File: src/rtl/mem_arbiter.sv
// mem_arbiter: shares one main-memory port between the instruction-refill and
// data refill/write-back controllers. Round-robin on ties, one transaction at a time.
// Latency: request-to-ack is 2 edges plus the memory wait cycles. Requesters stall while req is pending.
// Ports: i_* instruction side (read only), d_* data side (read or write-back),
//        mem_* memory side (req held until mem_ack), err sticky protocol error.
// All outputs are registered. No input reaches an output combinationally.
module mem_arbiter #(
   parameter int ADDR_BITS = 32,
   parameter int LINE_BITS = 128
) (
   input  logic                 clock,
   input  logic                 reset,
   input  logic                 i_req,
   input  logic [ADDR_BITS-1:0] i_addr,
   output logic                 i_ack,
   output logic [LINE_BITS-1:0] i_rdata,
   input  logic                 d_req,
   input  logic                 d_we,
   input  logic [ADDR_BITS-1:0] d_addr,
   input  logic [LINE_BITS-1:0] d_wdata,
   output logic                 d_ack,
   output logic [LINE_BITS-1:0] d_rdata,
   output logic                 mem_req,
   output logic                 mem_we,
   output logic [ADDR_BITS-1:0] mem_addr,
   output logic [LINE_BITS-1:0] mem_wdata,
   input  logic [LINE_BITS-1:0] mem_rdata,
   input  logic                 mem_ack,
   output logic                 err
);

   typedef enum logic [1:0] {
      S_IDLE = 2'd0,
      S_BUSY = 2'd1,
      S_DONE = 2'd2
   } state_t;

   state_t               r_state;
   state_t               w_state_nxt;
   logic                 w_grant;
   logic                 w_pick_d;
   logic                 w_drop;
   logic                 w_spurious;

   logic                 r_owner_d;   // 1 = data side owns the current transaction
   logic                 r_last_d;    // 1 = last grant went to data, 0 = instruction
   logic                 r_mem_req;
   logic                 r_mem_we;
   logic [ADDR_BITS-1:0] r_mem_addr;
   logic [LINE_BITS-1:0] r_mem_wdata;
   logic [LINE_BITS-1:0] r_buf;
   logic                 r_i_ack;
   logic                 r_d_ack;
   logic                 r_err;

   always_ff @(posedge clock or negedge reset) begin
      if (!reset) begin
         r_state <= S_IDLE;
      end else begin
         r_state <= w_state_nxt;
      end
   end

   always_comb begin
      w_state_nxt = r_state;
      w_grant     = 1'b0;
      w_pick_d    = 1'b0;
      case (r_state)
         S_IDLE: begin
            if (i_req || d_req) begin
               w_grant = 1'b1;
               // On a tie the side that did not win last time goes next.
               w_pick_d    = (i_req && d_req) ? !r_last_d : d_req;
               w_state_nxt = S_BUSY;
            end
         end
         S_BUSY: begin
            if (mem_ack) begin
               w_state_nxt = S_DONE;
            end
         end
         S_DONE: begin
            // Requests are not looked at here: the owner is dropping req this cycle.
            w_state_nxt = S_IDLE;
         end
         default: begin
            w_state_nxt = S_IDLE;
         end
      endcase
   end

   // Owner letting go of req before its ack, and memory acking when nothing is outstanding.
   assign w_drop     = (r_state == S_BUSY) && (r_owner_d ? !d_req : !i_req);
   assign w_spurious = mem_ack && (r_state != S_BUSY);

   always_ff @(posedge clock or negedge reset) begin
      if (!reset) begin
         r_owner_d   <= 1'b0;
         r_last_d    <= 1'b0;
         r_mem_req   <= 1'b0;
         r_mem_we    <= 1'b0;
         r_mem_addr  <= '0;
         r_mem_wdata <= '0;
         r_buf       <= '0;
         r_i_ack     <= 1'b0;
         r_d_ack     <= 1'b0;
         r_err       <= 1'b0;
      end else begin
         r_i_ack <= 1'b0;
         r_d_ack <= 1'b0;
         if (w_grant) begin
            r_owner_d   <= w_pick_d;
            r_last_d    <= w_pick_d;
            r_mem_req   <= 1'b1;
            r_mem_we    <= w_pick_d & d_we;
            r_mem_addr  <= w_pick_d ? d_addr : i_addr;
            r_mem_wdata <= w_pick_d ? d_wdata : '0;
         end
         if ((r_state == S_BUSY) && mem_ack) begin
            r_mem_req <= 1'b0;
            // Write-backs leave the returned-line buffer untouched.
            if (!r_mem_we) begin
               r_buf <= mem_rdata;
            end
            r_i_ack <= !r_owner_d;
            r_d_ack <= r_owner_d;
         end
         if (w_spurious || w_drop) begin
            r_err <= 1'b1;
         end
      end
   end

   assign i_ack     = r_i_ack;
   assign d_ack     = r_d_ack;
   assign i_rdata   = r_buf;
   assign d_rdata   = r_buf;
   assign mem_req   = r_mem_req;
   assign mem_we    = r_mem_we;
   assign mem_addr  = r_mem_addr;
   assign mem_wdata = r_mem_wdata;
   assign err       = r_err;

endmodule

File: config.mk
export PLATFORM = sky130hd
export DESIGN_NAME = mem_arbiter
export DESIGN_NICKNAME = d
export VERILOG_FILES = /design/src/rtl/mem_arbiter.sv
export SDC_FILE = /design/constraint.sdc
export NUM_CORES = 1
export LEC_CHECK = 0
export CAP_MARGIN = 20
export CORE_AREA = 2 2 288 290
export CTS_BUF_LIST = sky130_fd_sc_hd__clkbuf_8
export DETAILED_ROUTE_END_ITERATION = 16
export DIE_AREA = 0 0 290 292
export GPL_TIMING_DRIVEN = 0
export MAX_ROUTING_LAYER = met4
export PLACE_DENSITY = 0.45
export SYNTH_ARGS = -nofsm -noshare
export SYNTH_HDL_FRONTEND = slang
export SYNTH_SLANG_ARGS = --single-unit
File: constraint.sdc
create_clock -name clock -period 1.9 [get_ports clock]
set_input_delay 0.57 -clock clock [delete_from_list [all_inputs] [get_ports clock]]
set_output_delay 0.57 -clock clock [all_outputs]
set_load 0.1 [all_outputs]
# [Word-level counts from Yosys, hierarchy flattened]
# Cells that the tools add are included.
[op_classes] eq_ne=4 mux=15 bitwise=2 n_reduce_logical=13
[ops] op="$mux W128" n=1
[ops] op="$mux W32" n=1
[ops] op="$mux W1" n=10
[ops] op="$logic_and A1 B1 Y1" n=4
[ops] op="$mux W2" n=2
[ops] op="$ne A2 B2 Y1 const B" n=2
[ops] op="$pmux W2 S2" n=1
[ops] op="$reduce_and A2 Y1" n=2
[ops] op="$logic_not A1 Y1" n=3
[ops] op="$eq A2 B1 Y1 const B" n=1
[ops] op="$logic_not A2 Y1" n=1
[ops] op="$logic_or A1 B1 Y1" n=2
[ops] op="$ne A2 B1 Y1 const B" n=1
[ops] op="$reduce_bool A2 Y1" n=1
[ops] op="$and A1 B1 Y1" n=1
[ops] op="$not A1 Y1" n=1
[word_totals] reg_bits=296 in_bits=326 output_inout_bits=421

# [Logic depth before layout (Yosys ltp)]
# Gate-level depths: netlist of the first run.
[logic_depth] depth_word=5 mapped_depth=6 depth_no_buf=3

# [Worst setup path after synthesis of the first run]
# No wires, ideal clock.
[synth_timing] kind="register to output" start="reg r_buf[0] (netlist: d_rdata[0])" end="out i_rdata[0]" arrival_time_ns=1.337 required_time_ns=1.330 path_slack_ns=-0.007 stages_incl_launch_ff=2 cell_sequence="dfrtp_1 buf_4"
[synth_rtl] item="start, declared" line="51" text="logic [LINE_BITS-1:0] r_buf;"
[synth_rtl] item="start signal, assigned" line="123" text="r_buf <= mem_rdata;"
[synth_rtl] item="end, declared" line="16" text="output logic [LINE_BITS-1:0] i_rdata,"
# No word-level cell between the ends.

# [Worst setup path after layout of the first run]
[layout_timing] start="reg r_buf[125] (netlist: d_rdata[125])" end="out i_rdata[125]"
# No word-level cell between the ends.

==> results of run 1 <==
## per-stage QoR
step	std cells	utilization [%]	worst slack, ns
2_1_floorplan	812	-	0.0847
3_3_place_gp	2628	26.0	-14.71
3_5_place_dp	2631	26.1	-0.989
4_1_cts	2748	32.3	-0.139
5_1_grt	2759	32.8	-0.152
6_report	2759	32.8	-0.0590
## cells in the final DEF, fill, tap and decap left out, types with 2 or more instances in the layout
| cell type | n |
|---|---|
| mux2_4 | 30 |
| inv_1 | 21 |
| clkinvlp_4 | 2 |
| buf_8 | 52 |
| o21ai_0 | 2 |
| buf_16 | 2 |
| dfrtp_2 | 133 |
| nand2_1 | 2 |
| clkbuf_1 | 5 |
| clkinv_2 | 2 |
| clkbuf_2 | 6 |
| mux2_2 | 162 |
| buf_12 | 329 |
| clkbuf_4 | 2 |
| buf_2 | 8 |
| a22o_1 | 129 |
| nor2_1 | 2 |
| inv_6 | 2 |
| buf_4 | 20 |
| buf_6 | 198 |
| dfrtp_1 | 163 |
| diode_2 | 6 |
| clkdlybuf4s50_1 | 324 |
| clkbuf_8 | 76 |
## how the worst min path moves through the flow
stage                    end         from  slack [ns]
2_1_floorplan          d_ack        reset        0.27
3_3_place_gp             err          err        0.45
3_5_place_dp             err          err        0.46
4_1_cts        mem_wdata[71]  d_wdata[71]        0.42
5_1_grt        mem_wdata[16]  d_wdata[16]        0.45
6_report       mem_wdata[71]  d_wdata[71]        0.52
## state kept, by name, indices dropped and copies added (netlist names), 2 cells and up
register   cells
d_rdata      128
mem_wdata    128
mem_addr      32
r_state        2
## metal layers
layer	vias to the layer above	part of all wire, %	global-route usage, %
met5	-	0	-
met4	0	2.8	3.77
met3	101	8.5	4.69
met2	516	52	23.0
met1	4963	36	13.5
li1	4460	-	-
## cell type report
type,instances,share of cell area [%]
multi-input cells,337,13.1
inverters,1,0.0140
diodes,6,0.0561
plain buffers,178,7.01
clock inverters,26,0.439
clock buffers,76,3.91
flip-flops and latches,296,28.3
repair buffers,769,42.1
well taps,1070,5.00
## worst reg2reg max path: cells and delay by family, from the launching register on
kind | cells | cell delay (ns)
buffers and inverters | 3 | 0.50
muxes | 1 | 0.36
DFF | 1 | 0.43
and+or+nand+nor | 2 | 0.39
## cell families after synthesis
group / share of synthesized area, %
flip-flops: 60.4
multiplexers: 18.5
buffers and inverters: 11.1
AO/OA/AOI/OAI: 9.56
AND/OR/NAND/NOR: 0.449
## repair_timing
action | in CTS | in global routing
setup endpoints to repair | 667 | 506
hold buffers | 1 | 0
setup buffers | 14 | 6
hold endpoints to repair | 83 | 0
pin swaps | 1 | 1
gates resized for setup | 3708 | 93
==> results.json, run 1 <==
{
  "core_um2": 81600,
  "clock_latency_ns": 0.65,
  "r2r_cells": 6,
  "timing.fmax_mhz": 510,
  "finClkSkew_ns": 0.0360,
  "crit_family": "flip-flops",
  "drive_above_1_share_pct": 61.0,
  "holdWs_ns": 0.516,
  "period_share_pct": 103,
  "cp-start-kind": "register",
  "die_w_um": 290,
  "cts_made_buffers": 57,
  "hold_path.class": "primary input to register",
  "outcome": "complete, but fails checks",
  "vias": 10000,
  "final_antenna_net_count": 0,
  "maxSlewViolCount": 0,
  "cp.depth": 2,
  "synth.distinct_cells": 22,
  "setup_violations": 115,
  "synth-async-reset-ratio_pct": 100,
  "rows": 105,
  "arrival_ns": 1.39,
  "initial_core_util_pct": 15.0,
  "synth_ff_type": "dfrtp_1",
  "cpPeakStageDelay_ns": 0.45,
  "ys_top_cells_by_area": "dfrtp_1 (60%), mux2_2 (15%), a22o_1 (9.2%)",
  "dpl.hpwl_um": 41900,
  "synthCells": 812,
  "multi_input_area_um2": 3520,
  "postLayoutSetupSlackWorst_ns": -0.0590,
  "rsz0062_at_grt": "true",
  "synth_top_area_cell": "dfrtp_1",
  "ioPinCount": 747,
  "seq_area_frac_synth_pct": 60.4,
  "first_iter_violations": 242,
  "min_period_ns": 1.96,
  "hold_depth": 2,
  "seqCellArea_um2": 7570,
  "reg2reg_to": "d_rdata[34]",
  "end_kind": "output port",
  "tns_ns": -2.52,
  "track_usage_pct": 13.0,
  "drc": 0,
  "drt-total-wl_um": 55000,
  "path_max_fanout": 3,
  "clock-sinks": 296,
  "reg2reg_from": "r_state[1]",
  "cp-startpoint": "d_rdata[125]",
  "path_cells": "buf_6 > buf_12",
  "htreeDepth": 2,
  "cts.clk_slew.worst_paths_ns": 0.06,
  "die_y_um": 292,
  "ys_warn_count": 0,
  "firstDrtPassIters": 4,
  "criticalPathCategory": "register to output port",
  "synth_top_area_share_pct": 60.4,
  "syn-num-nets": 1138,
  "vias_per_cell": 3.64,
  "path_buf_inv": 2,
  "cp_slowest_cell": "dfrtp_2",
  "root_buffer": "clkbuf_8",
  "post_drt_wl_per_cell_um": 19.9,
  "placed_cell_area_um2": 21300,
  "gp_congestion": 0.773,
  "overflow": 0,
  "slew_headroom_pct": 52.6,
  "finalHoldViolCount": 0,
  "grt_start_max_net_pins": 110,
  "synth_seq_cells": 296,
  "worst_ep_required_time_ns": 1.33,
  "yosysMostFrequentCell": "dfrtp_1",
  "grt_pass1_vias": 11300,
  "ys_top_cells_by_count": "dfrtp_1 (296), mux2_2 (162), buf_4 (133)",
  "critPathCapture": "i_rdata[125]",
  "synth_area_um2": 12300,
  "fillers": 7894,
  "maxCapViolCount": 0,
  "syn_to_final_growth_pct": 118,
  "cts_buffer_depth": 3,
  "io_buffers": 746,
  "reg2reg_slack_ns": 0.09,
  "max_slew.worst_pin.slew_ns": 0.712,
  "antenna_found_initial": 15,
  "cts_tree": "built",
  "grt_pass1_wl_um": 78900,
  "violations": "setup timing",
  "fin_area_um2": 26800,
  "syn_avg_cell_area_um2": 15.1,
  "die-area_um2": 84700,
  "synth_edf_count": 0,
  "final_nets": 1966
}
Power of run 1 is not shown: default switching activity piles up to over one toggle a cycle in this logic, so the estimate is an artifact.
==> inputs of run 2 (changes only) <==
Settings changed: ABC_CLOCK_PERIOD_IN_PS set to 2100.
Clock period 1.9 ns to 2.1 ns, I/O delays scaled along.
==> run 2 against run 1 <==
Against the previous run:
- the run now ends clean
- global-route usage is 0.98 points lower
- register-to-register slack better by 0.10 ns
- via count is 1.7% lower
- non-clock buffer count down 12
- clock skew fell by 0.024 ns
- die area unchanged
- critical endpoint is now i_rdata[99]
- largest cell class unchanged
==> results.json, run 2 (same netlist as run 1, synthesis figures left out) <==
{
  "outcome": "completed",
  "gp_congestion": 0.794,
  "layout_common_cells": "buf_4 (400), clkdlybuf4s50_1 (324), dfrtp_1 (282), mux2_2 (162), a22o_1 (129)",
  "die-area_um2": 84700,
  "grt_start_max_net_pins": 117,
  "reg2reg_to": "d_rdata[106]",
  "period_share_pct": 96.2,
  "drc": 0,
  "end_kind": "output port",
  "antenna_found_initial": 9,
  "fillers": 8517,
  "cp-start-kind": "register",
  "seqCellArea_um2": 7420,
  "slew_headroom_pct": 50.8,
  "clock-sinks": 296,
  "multi_input_area_um2": 3510,
  "first_iter_violations": 235,
  "final_antenna_net_count": 0,
  "htreeDepth": 2,
  "initial_core_util_pct": 15.0,
  "drt-total-wl_um": 51200,
  "worst_ep_required_time_ns": 1.47,
  "vias_per_cell": 3.59,
  "grt_pass1_vias": 11000,
  "cts_buffer_depth": 3,
  "finalHoldViolCount": 0,
  "cts.clk_slew.worst_paths_ns": 0.06,
  "reg2reg_slack_ns": 0.19,
  "maxSlewViolCount": 0,
  "path_max_fanout": 3,
  "cp-startpoint": "d_rdata[99]",
  "r2r_cells": 5,
  "io_buffers": 746,
  "post_drt_wl_per_cell_um": 18.6,
  "final_common_cell": "buf_4",
  "root_buffer": "clkbuf_8",
  "ioPinCount": 747,
  "timing.fmax_mhz": 495,
  "min_period_ns": 2.02,
  "die_y_um": 292,
  "final_nets": 1954,
  "core_um2": 81600,
  "holdWs_ns": 0.488,
  "rsz0062_at_grt": "true",
  "syn_to_final_growth_pct": 82.0,
  "arrival_ns": 1.39,
  "firstDrtPassIters": 4,
  "vias": 9870,
  "criticalPathCategory": "register to output port",
  "cpPeakStageDelay_ns": 0.46,
  "dpl.hpwl_um": 40300,
  "rows": 105,
  "hold_path.class": "register to register",
  "grt_pass1_wl_um": 74300,
  "die_w_um": 290,
  "cts_made_buffers": 57,
  "max_slew.worst_pin.slew_ns": 0.738,
  "critPathCapture": "i_rdata[99]",
  "cp_slowest_cell": "dfrtp_2",
  "track_usage_pct": 12.0,
  "setup_violations": 0,
  "cts_tree": "built",
  "reg2reg_from": "r_state[1]",
  "clock_latency_ns": 0.63,
  "finClkSkew_ns": 0.0118,
  "maxCapViolCount": 0,
  "overflow": 0,
  "path_cells": "buf_6 > buf_12",
  "drive_above_1_share_pct": 52.9
}
## run 2: changes by cell type in the layout (fill, tap and decap cells not counted), sizes merged
cell	delta
buf	-9
inv	+5
clkinvlp	-1
clkbuf	-8
clkinv	+3
## run 2: final cells by class
class	count	share of cell area [%]
Inverter	1	0.0168
Antenna cell	6	0.0672
Clock inverter	33	0.644
Clock buffer	71	4.38
Timing Repair Buffer	760	33.6
Tap cell	1070	6.00
Sequential cell	296	33.3
Multi-Input combinational cell	337	15.7
Buffer	175	6.32
## run 2: critical path: cells and delay by family, from the launching register on
kind	cells	cell delay [ns]
flip-flops	1	0.46
buffers and inverters	2	0.29
## run 2: through the flow
step / setup WS (ns) / cell area, um2 / utilization [%] / TNS (ns) / std cells
2_1_floorplan: 0.133 / 12300 / - / 0 / 812
3_3_place_gp: -13.26 / 21100 / 25.8 / -4116.74 / 2628
3_5_place_dp: -0.859 / 21100 / 25.9 / -214.37 / 2630
4_1_cts: -0.0340 / 22100 / 27.1 / -0.132 / 2743
5_1_grt: -0.0249 / 22300 / 27.4 / -0.0567 / 2747
6_report: 0.0807 / 22300 / 27.4 / 0 / 2749
## run 2: worst min path at each step
| stage | cells after the start | slack, ns | to | start |
|---|---|---|---|---|
| after CTS | 2 | 0.49 | mem_wdata[29] | d_wdata[29] |
| after global routing | 1 | 0.51 | err | err |
| final | 1 | 0.49 | err | err |
| after global placement | 1 | 0.46 | err | err |
| after floorplan | 0 | 0.33 | d_ack | reset |
| after detailed placement | 1 | 0.48 | err | err |
## run 2: metal layers
metal | global-route usage, % | wire length, um
met2 | 21.2 | 26700
met4 | 3.37 | 1290
met5 | - | 0
met1 | 12.4 | 18600
met3 | 4.49 | 4630
## run 2: what timing repair did
| item | 4_1_cts | 5_1_grt |
|---|---|---|
| endpoints found under the setup margin | 546 | 51 |
| hold endpoints to repair | 76 | 0 |
| gates resized for setup | 2754 | 49 |
| hold buffers | 1 | 0 |
| gates cloned | 0 | 0 |
| buffers inserted | 8 | 3 |
Power of run 2 is left out for the same reason.
